**src/rtl/vida_regressiva.sv**
```systemverilog
// Lives-remaining tracker: loads lives on start, decrements on hit edges with an invulnerability window.
// Optional build macro VIDA_BONUS_EN enables the bonus (extra-life) rising-edge increment.
module vida_regressiva #(
  parameter int MAX_VIDAS    = 3,
  parameter int WIDTH        = 2,
  parameter int INVUL_CICLOS = 4
) (
  input  logic                 clock,
  input  logic                 reset,
  input  logic                 iniciar,
  input  logic                 dano,
  input  logic                 bonus,
  output logic [WIDTH-1:0]     vidas,
  output logic [MAX_VIDAS-1:0] leds,
  output logic                 fim_jogo,
  output logic                 invulneravel
);

  localparam int TW = (INVUL_CICLOS < 1) ? 1 : $clog2(INVUL_CICLOS + 1);
  localparam logic [WIDTH-1:0] VIDAS_CHEIA = WIDTH'(MAX_VIDAS);
  localparam logic [TW-1:0]    TIMER_CARGA = TW'(INVUL_CICLOS);

  localparam logic [1:0] OCIOSO  = 2'd0;
  localparam logic [1:0] JOGANDO = 2'd1;
  localparam logic [1:0] FIM     = 2'd2;

  logic [1:0]    state;
  logic [TW-1:0] timer;
  logic          dano_q;
  logic          hit;
  logic          hit_ok;
  logic          extra;

  function automatic logic [WIDTH-1:0] inc_sat(input logic [WIDTH-1:0] v);
    return (v >= VIDAS_CHEIA) ? VIDAS_CHEIA : v + WIDTH'(1);
  endfunction

  function automatic logic [WIDTH-1:0] dec_sat(input logic [WIDTH-1:0] v);
    return (v == '0) ? '0 : v - WIDTH'(1);
  endfunction

  assign hit    = dano & ~dano_q;
  assign hit_ok = hit & (timer == '0);

`ifdef VIDA_BONUS_EN
  logic bonus_q;

  always_ff @(posedge clock or negedge reset) begin
    if (!reset) bonus_q <= 1'b1;
    else        bonus_q <= bonus;
  end

  assign extra = bonus & ~bonus_q;
`else
  logic unused_bonus;
  assign unused_bonus = bonus;
  assign extra        = 1'b0;
`endif

  // Edge history preset high so a level already asserted at reset release is not an edge.
  always_ff @(posedge clock or negedge reset) begin
    if (!reset) begin
      state    <= OCIOSO;
      vidas    <= '0;
      fim_jogo <= 1'b0;
      timer    <= '0;
      dano_q   <= 1'b1;
    end else begin
      dano_q <= dano;
      if (timer != '0) timer <= timer - TW'(1);

      if (iniciar) begin
        state    <= JOGANDO;
        vidas    <= VIDAS_CHEIA;
        fim_jogo <= 1'b0;
        timer    <= '0;
      end else if (state == JOGANDO) begin
        if (hit_ok) begin
          timer <= TIMER_CARGA;
          // A simultaneous extra life cancels the loss but not the invulnerability window.
          if (!extra) begin
            vidas <= dec_sat(vidas);
            if (vidas == WIDTH'(1)) begin
              state    <= FIM;
              fim_jogo <= 1'b1;
            end
          end
        end else if (extra) begin
          vidas <= inc_sat(vidas);
        end
      end
    end
  end

  always_comb begin
    leds = '0;
    for (int i = 0; i < MAX_VIDAS; i++) leds[i] = (int'(vidas) > i);
  end

  assign invulneravel = (timer != '0);

endmodule

```
**config.mk**
```make
export PLATFORM = sky130hd
export DESIGN_NAME = vida_regressiva
export DESIGN_NICKNAME = d
export VERILOG_FILES = /design/src/rtl/vida_regressiva.sv
export SDC_FILE = /design/constraint.sdc
export NUM_CORES = 1
export LEC_CHECK = 0
export ABC_AREA = 1
export BUFFER_PORTS_ARGS = -buffer_cell sky130_fd_sc_hd__buf_4
export CAP_MARGIN = 20
export CORE_AREA = 2 2 39 41
export DETAILED_ROUTE_END_ITERATION = 16
export DIE_AREA = 0 0 41 43
export PLACE_DENSITY = 0.62
export SETUP_SLACK_MARGIN = 0.02
export SLEW_MARGIN = 40
export SYNTH_ARGS = -nofsm -noshare
export SYNTH_HDL_FRONTEND = slang
export SYNTH_SLANG_ARGS = --single-unit
```
**constraint.sdc**
```tcl
create_clock -name clock -period 3.5 [get_ports clock]
set_input_delay 0.35 -clock clock [delete_from_list [all_inputs] [get_ports clock]]
set_output_delay 0.35 -clock clock [all_outputs]
set_load 0.05 [all_outputs]
```
# Yosys cells after proc, flatten, opt, wreduce, memory -nomap -nowiden
# Cells that the tools add are included.
# classes
addsub,2
multipliers,0
div,0
n_lt_le_gt_ge,3
n_eq_ne,2
shift,0
mux,16
n_bitwise,3
n_reduce_logical,8
# op_table
cell,count
$mux W2,8
$mux W3,4
$reduce_bool A2 Y1,3
$eq A2 B1 Y1 const B,2
$gt A2 B1 Y1 const B,2
$mux W1,4
$logic_not A3 Y1,1
$reduce_and A3 Y1,1
$reduce_bool A3 Y1,1
$sub A3 B1 Y3 const B,1
$and A1 B1 Y1,2
$gt A2 B2 Y1 const B,1
$logic_not A2 Y1,1
$reduce_and A2 Y1,1
$sub A2 B1 Y2 const B,1
$not A1 Y1,1
# totals
ff_bits,9
latchBits,0
ramBits,0
romBits,0
input_bits,5
out_inout_bits,7
elab_cells,39
mem_count,0

# Longest topological paths before layout
# Gate-level depths: netlist (run 1).
# logic_depth
depth_word,6
mapped_depth,8
depth_no_buf,8

# Least setup slack after synthesis (run 1)
# OpenSTA, ideal clock, no wires.
# synth_timing
path_type,register to output
startpoint,reg vidas[1]
endpoint,out leds[1]
arrival_time_ps,1172
required_ps,3150
setup_slack_ps,1978
stages_incl_launch_ff,2
n_path_buf,1
cell_sequence,dfrtp_1 > clkbuf_1
# synth_via
elab_chain_len,1
# synth_rtl
item,line_no,text
"start, declared",13,"output logic [WIDTH-1:0] vidas,"
"start signal, assigned",82,vidas <= dec_sat(vidas);
"start signal, assigned",89,vidas <= inc_sat(vidas);
$gt A2 B1 Y1,97,for (int i = 0; i < MAX_VIDAS; i++) leds[i] = (int'(vidas) > i);
"end, declared",14,"output logic [MAX_VIDAS-1:0] leds,"
# No other way between the ends.

# Final worst setup path (run 1)
# layout_timing
startpoint,reg timer[0]
endpoint,out invulneravel
# layout_via
elab_chain_len,1
# layout_rtl
item,line_no,text
"start, declared",28,logic [TW-1:0] timer;
"start signal, assigned",70,if (timer != '0) timer <= timer - TW'(1);
$reduce_bool A3 Y1,100,assign invulneravel = (timer != '0);
"end, declared",16,output logic invulneravel
# No other way between the ends.

==> impl_metrics.ini, run 1 <==
[sta]
skew_ps = 6.63
fmax_mhz = 630
tns_ps = 0
worst_pin_slew_ps = 192
slew_violations = 0
rsz0062_at_grt = no
period_share = 0.453
final-hold-violation-count = 0
min_period_ps = 1590
finalSetupViolCount = 0
slew-limit-headroom = 0.871

[detailed_routing]
vias = 324
drt_iter0_markers = 1
wl_per_cell_microns = 9.61
drt_wl_total_microns = 740
ant_nets = 0
viasPerCell = 4.21
drc = 0
dr.pass1.iters = 2

[setup_path]
crit_arrival_ps = 1240
crit_path_max_fanout = 6
ff2ff_setup_slack_ps = 2300
required_ps = 3150
critPathKind = reg2out
r2r_cells = 7
r2r-end = state[0]$_DFFE_PN0P_
worstSetupStartpointType = flop
rr_startpoint = timer[0]$_DFF_PN0_
critPathCaptureType = output port

[yosys]
synth-seq-cells = 8
synth-edff-count = 0
seq_area_frac_synth = 0.460
post_synth_inst_count = 47
syn_avg_cell_area_sq_um = 9.32
yosys.area.top_type = dfrtp_1
ys.flop_type = dfrtp_1
synth.most_common_cell = nand2_1
async_flop_share = 1.00
synth_nets = 54
ys_warn_count = 0
synth_cell_type_count = 17
synth.cell_area_sq_um = 438
synth.area.top_cells = dfrtp_1 (40%), nand2_1 (6.9%), dfstp_2 (6.0%), inv_1 (6.0%), ha_1 (5.7%)
synth_top_area_share = 0.400
ys_top_cells_by_count = nand2_1 (8), dfrtp_1 (7), inv_1 (7)

[grt]
grt_pass1_vias = 316
grt_max_degree = 9
grt-ovfl-total = 0
grt_util_all_layers = 0.114
antenna_found_initial = 0
grt_pass1_wl_microns = 1320

[layout]
num_antenna_cells = 0
seq_area_sq_um = 201
nNetsFinal = 69
multi_input_area_sq_um = 203
fillCellCount = 152
area_growth_pct = 29.1
drive_gt1_frac = 0.393

[status]
status = completed

[pwr]
peakVddDrop_mv = 0.363
p_per_area_nw_per_um2 = 766
fin_total_pwr_uw = 433
p_leak_nw = 0.297

[placed_design]
place.gp.congestion = 0.721
port-buffer-count = 10
hpwl_microns = 565

[die]
fp.dieArea_sq_um = 1760
initial_core_util = 0.316
die_w_microns = 41
die_h_microns = 43
io_pins = 12
std_cell_rows = 14
coreArea_sq_um = 1380

[run]
maxCapViolations = 0

[cts]
ctsHtreeMaxLevel = 1
clk_pin_slew_ps = 60
clock-sinks = 8
clk_latency_ps = 260
cts-root-buf = clkbuf_4
cts_max_path_buffers = 2
cts_made_buffers = 3
cts_tree = yes

[min_path]
hp-class = in2reg
whs_path_depth = 1
worstHoldStart = dano
min_to = dano_q$_DFF_PN1_
[through the flow]
stage,cells,instance area [sq um],utilization,hold WS (ps),worst slack [ps]
after CTS,77,566,0.409,207,1900
after global routing,77,566,0.409,210,1840
after floorplan,47,438,-,54.4,1980
after detailed placement,72,529,0.382,176,2190
after global placement,72,529,0.382,174,2210
final,77,566,0.409,217,1910
[placed cells by master, fill, tap and decap left out]
cell,n
nand2_1,8
nand3_1,2
a21oi_1,2
dfstp_2,1
nand2_4,2
nor2_1,3
nor2_8,1
nand2_2,4
clkbuf_4,3
dlygate4sd3_1,1
xor2_1,2
nand3_2,1
buf_4,10
inv_2,1
nor2_4,1
dfrtp_1,7
o21ai_0,2
clkbuf_1,1
inv_1,7
ha_1,2
[report_power, final]
| group | switching, mW | internal, mW | total (mW) |
|---|---|---|---|
| clock | 0.0333 | 0.0437 | 0.0770 |
| combinational | 0.156 | 0.0751 | 0.231 |
| sequential | 0.0134 | 0.111 | 0.125 |
[sequential cells by signal (all words and copies together), names as in the netlist]
register	cells
timer	3
vidas	2
dano_q	1
fim_jogo	1
state	1
[timing repair]
action | in CTS | in global routing
hold endpoints to repair | 7 | 0
gates resized for setup | 0 | 0
buffers inserted | 0 | 0
hold buffers | 1 | 0
[worst max path at each step]
stage	start	to	slack [ps]	cells past startpoint
after floorplan	vidas[1]$_DFFE_PN0P_	leds[1]	1980	1
after global placement	timer[0]$_DFF_PN0_	invulneravel	2210	4
after detailed placement	timer[0]$_DFF_PN0_	invulneravel	2190	4
after CTS	timer[0]$_DFF_PN0_	invulneravel	1900	4
after global routing	timer[0]$_DFF_PN0_	invulneravel	1840	4
final	timer[0]$_DFF_PN0_	invulneravel	1910	4
[critical path, cell delays in order (launching register included)]
cell,delay [ps]
dfrtp_1,360
inv_1,110
ha_1,210
nand2_4,100
buf_4,200
[final cells by class]
type / instances / area share
Tap cell: 16 / 0.0354
Inverter: 8 / 0.0531
Multi-Input combinational cell: 30 / 0.358
Sequential cell: 8 / 0.356
Timing Repair Buffer: 11 / 0.150
Clock buffer: 4 / 0.0465
[routing by layer]
| layer | global-route usage | vias up | routed length [microns] |
|---|---|---|---|
| li1 | - | 169 | - |
| met1 | 0.156 | 141 | 359 |
| met2 | 0.147 | 12 | 329 |
| met3 | 0.0157 | 2 | 36 |
| met4 | 0.100 | 0 | 14 |
| met5 | 0 | - | 0 |
[logic make-up (layout without fill, tap and decap cells)]
family	count (synthesis)	after routing	share of synthesized area
compound gates	4	4	0.0457
xor+xnor	2	2	0.0400
fa+ha+maj	2	2	0.0571
buf+inv	9	23	0.0771
flops	8	8	0.460
simple gates	22	22	0.320
No activity file was read; power rests on OpenSTA's default activity.
==> inputs of run 2 (changes only) <==
--- a/config.mk
+++ b/config.mk
@@ -11,7 +11,7 @@
 export CORE_AREA = 2 2 39 41
 export DETAILED_ROUTE_END_ITERATION = 16
 export DIE_AREA = 0 0 41 43
-export PLACE_DENSITY = 0.62
+export PLACE_DENSITY = 0.64
 export SETUP_SLACK_MARGIN = 0.02
 export SLEW_MARGIN = 40
 export SYNTH_ARGS = -nofsm -noshare
==> constraint.sdc (replaced) <==
create_clock -name clock -period 1.4 [get_ports clock]
set_input_delay 0.14 -clock clock [delete_from_list [all_inputs] [get_ports clock]]
set_output_delay 0.14 -clock clock [all_outputs]
set_load 0.05 [all_outputs]
==> run 2 against run 1 <==
Compared with the run above: critical path depth stayed put; final area grew 3.5%; register-to-register slack worse by 2100 ps; global-route usage unchanged.
==> impl_metrics.ini, run 2 (synthesis gave the netlist of run 1 again) <==
[status]
status = completed

[cts]
cts_made_buffers = 3
cts_max_path_buffers = 2
ctsHtreeMaxLevel = 1
cts_tree = yes
clock-sinks = 8
clk_latency_ps = 260
clk_pin_slew_ps = 60
postCtsSetupBuffers = 0
cts-root-buf = clkbuf_4

[sta]
period_share = 0.930
final-hold-violation-count = 0
fmax_mhz = 768
slew_violations = 0
min_period_ps = 1300
worst_pin_slew_ps = 198
rsz0062_at_grt = no
skew_ps = 3.91
finalSetupViolCount = 0
tns_ps = 0
slew-limit-headroom = 0.867

[layout]
num_antenna_cells = 0
layout_common_cells = buf_4 (9), nand2_1 (8), dfrtp_1 (7), inv_1 (5), nand2_2 (4)
reg_top3 = timer (3), vidas (2)
fin_area_sq_um = 586
final_common_cell = buf_4
layout.cells.non_filler = 78
largest_reg_flops = 3
top_register = timer
area_growth_pct = 33.7
drive_gt1_frac = 0.435
nNetsFinal = 70

[run]
maxCapViolations = 0

[min_path]
whs_path_depth = 2
min_to = timer[2]$_DFF_PN0_
hp-class = in2reg
worstHoldStart = iniciar

[detailed_routing]
drt_iter0_markers = 4
drc = 0
drt_wl_total_microns = 775
ant_nets = 0
wl_per_cell_microns = 9.94
dr.pass1.iters = 4
viasPerCell = 4.22
vias = 329

[setup_path]
path_cells = inv_2 -> ha_2 -> nand2_4 -> buf_8
worst_path_max_delay_cell = dfrtp_1
required_ps = 1260
rr_startpoint = timer[0]$_DFF_PN0_
worstSetupStartpointType = flop
critPathCaptureType = output port
crit_arrival_ps = 1160
r2r_cells = 7
r2r-end = state[0]$_DFFE_PN0P_
ff2ff_setup_slack_ps = 230
crit_path_max_fanout = 6
critPathKind = reg2out
crit_path_max_incr_delay_ps = 370

[grt]
grt_max_degree = 9
grt_pass1_vias = 331
antenna_found_initial = 0
grt_util_all_layers = 0.114
grt-ovfl-total = 0
grt_pass1_wl_microns = 1320

[pwr]
peakVddDrop_mv = 0.883
p_leak_nw = 0.302
p_int_uw = 610
seqPwrFrac = 0.278
swShare = 0.461
pwr-share-clk = 0.169
combPwrFrac = 0.553
p_per_area_nw_per_um2 = 1930
switchingPower_uw = 522

[die]
fp.dieArea_sq_um = 1760
die_h_microns = 43
io_pins = 12
initial_core_util = 0.316
die_w_microns = 41
std_cell_rows = 14
coreArea_sq_um = 1380

[placed_design]
placed_area_sq_um = 529
place.gp.congestion = 0.722
port-buffer-count = 10
hpwl_microns = 574
dp_cells = 72
run 2: cell count changes in the layout (fill, tap and decap cells not counted), sizes merged:
cell	change
dlygate4sd3	+1
run 2: critical path: cells and delay by family, from the launching register on:
| family | cells | cell delay (ps) |
|---|---|---|
| fa+ha+maj | 1 | 190 |
| simple gates | 1 | 100 |
| buf+inv | 2 | 240 |
| flops | 1 | 370 |
run 2: how the worst max path moves through the flow:
stage / slack (ps) / endpoint / depth (start not counted) / start
5_1_grt: 30 / invulneravel / 4 / timer[1]$_DFF_PN0_
3_5_place_dp: 190 / state[0]$_DFFE_PN0P_ / 7 / timer[0]$_DFF_PN0_
2_1_floorplan: 90 / leds[1] / 1 / vidas[1]$_DFFE_PN0P_
4_1_cts: 40 / invulneravel / 4 / timer[0]$_DFF_PN0_
6_report: 100 / invulneravel / 4 / timer[0]$_DFF_PN0_
3_3_place_gp: 230 / state[0]$_DFFE_PN0P_ / 7 / timer[0]$_DFF_PN0_
run 2: power by group through the flow:
| stage | Clock, mW | Sequential, mW | Combinational (mW) |
|---|---|---|---|
| 2_1_floorplan | 0 | 0.355 | 0.412 |
| 3_3_place_gp | 0 | 0.313 | 0.575 |
| 3_5_place_dp | 0 | 0.314 | 0.586 |
| 4_1_cts | 0.203 | 0.311 | 0.612 |
| 5_1_grt | 0.213 | 0.322 | 0.682 |
| 6_report | 0.191 | 0.314 | 0.626 |
run 2: layer usage:
metal / up-vias / GRT usage / share of wire
met5: - / 0 / 0
li1: 169 / - / -
met2: 10 / 0.150 / 0.48
met4: 0 / 0.100 / 0.025
met3: 2 / 0.0157 / 0.039
met1: 148 / 0.153 / 0.46
run 2: repair_timing:
action	in CTS	in global routing
pin swaps	0	1
gates resized for setup	2	3
hold buffers	2	0
gates cloned	0	0
hold endpoints to repair	9	0
setup endpoints to repair	1	1
run 2: cell type report:
class | count | area, sq um
clock buffer | 4 | 26.3
fill | 142 | 798
inverter | 8 | 30.0
multi-input combinational | 30 | 205
sequential | 8 | 201
tap | 16 | 20.0
timing repair buffer | 12 | 103
run 2: metrics by stage:
step / utilization / total power, mW / hold slack (ps) / worst slack (ps)
after floorplan: - / 0.767 / -156 / 88.2
after global placement: 0.382 / 0.889 / -36.2 / 227
after detailed placement: 0.382 / 0.900 / -33.7 / 188
after CTS: 0.420 / 1.13 / 31.5 / 40.7
after global routing: 0.423 / 1.22 / 44.1 / 29.2
final: 0.423 / 1.13 / 44.4 / 98.4
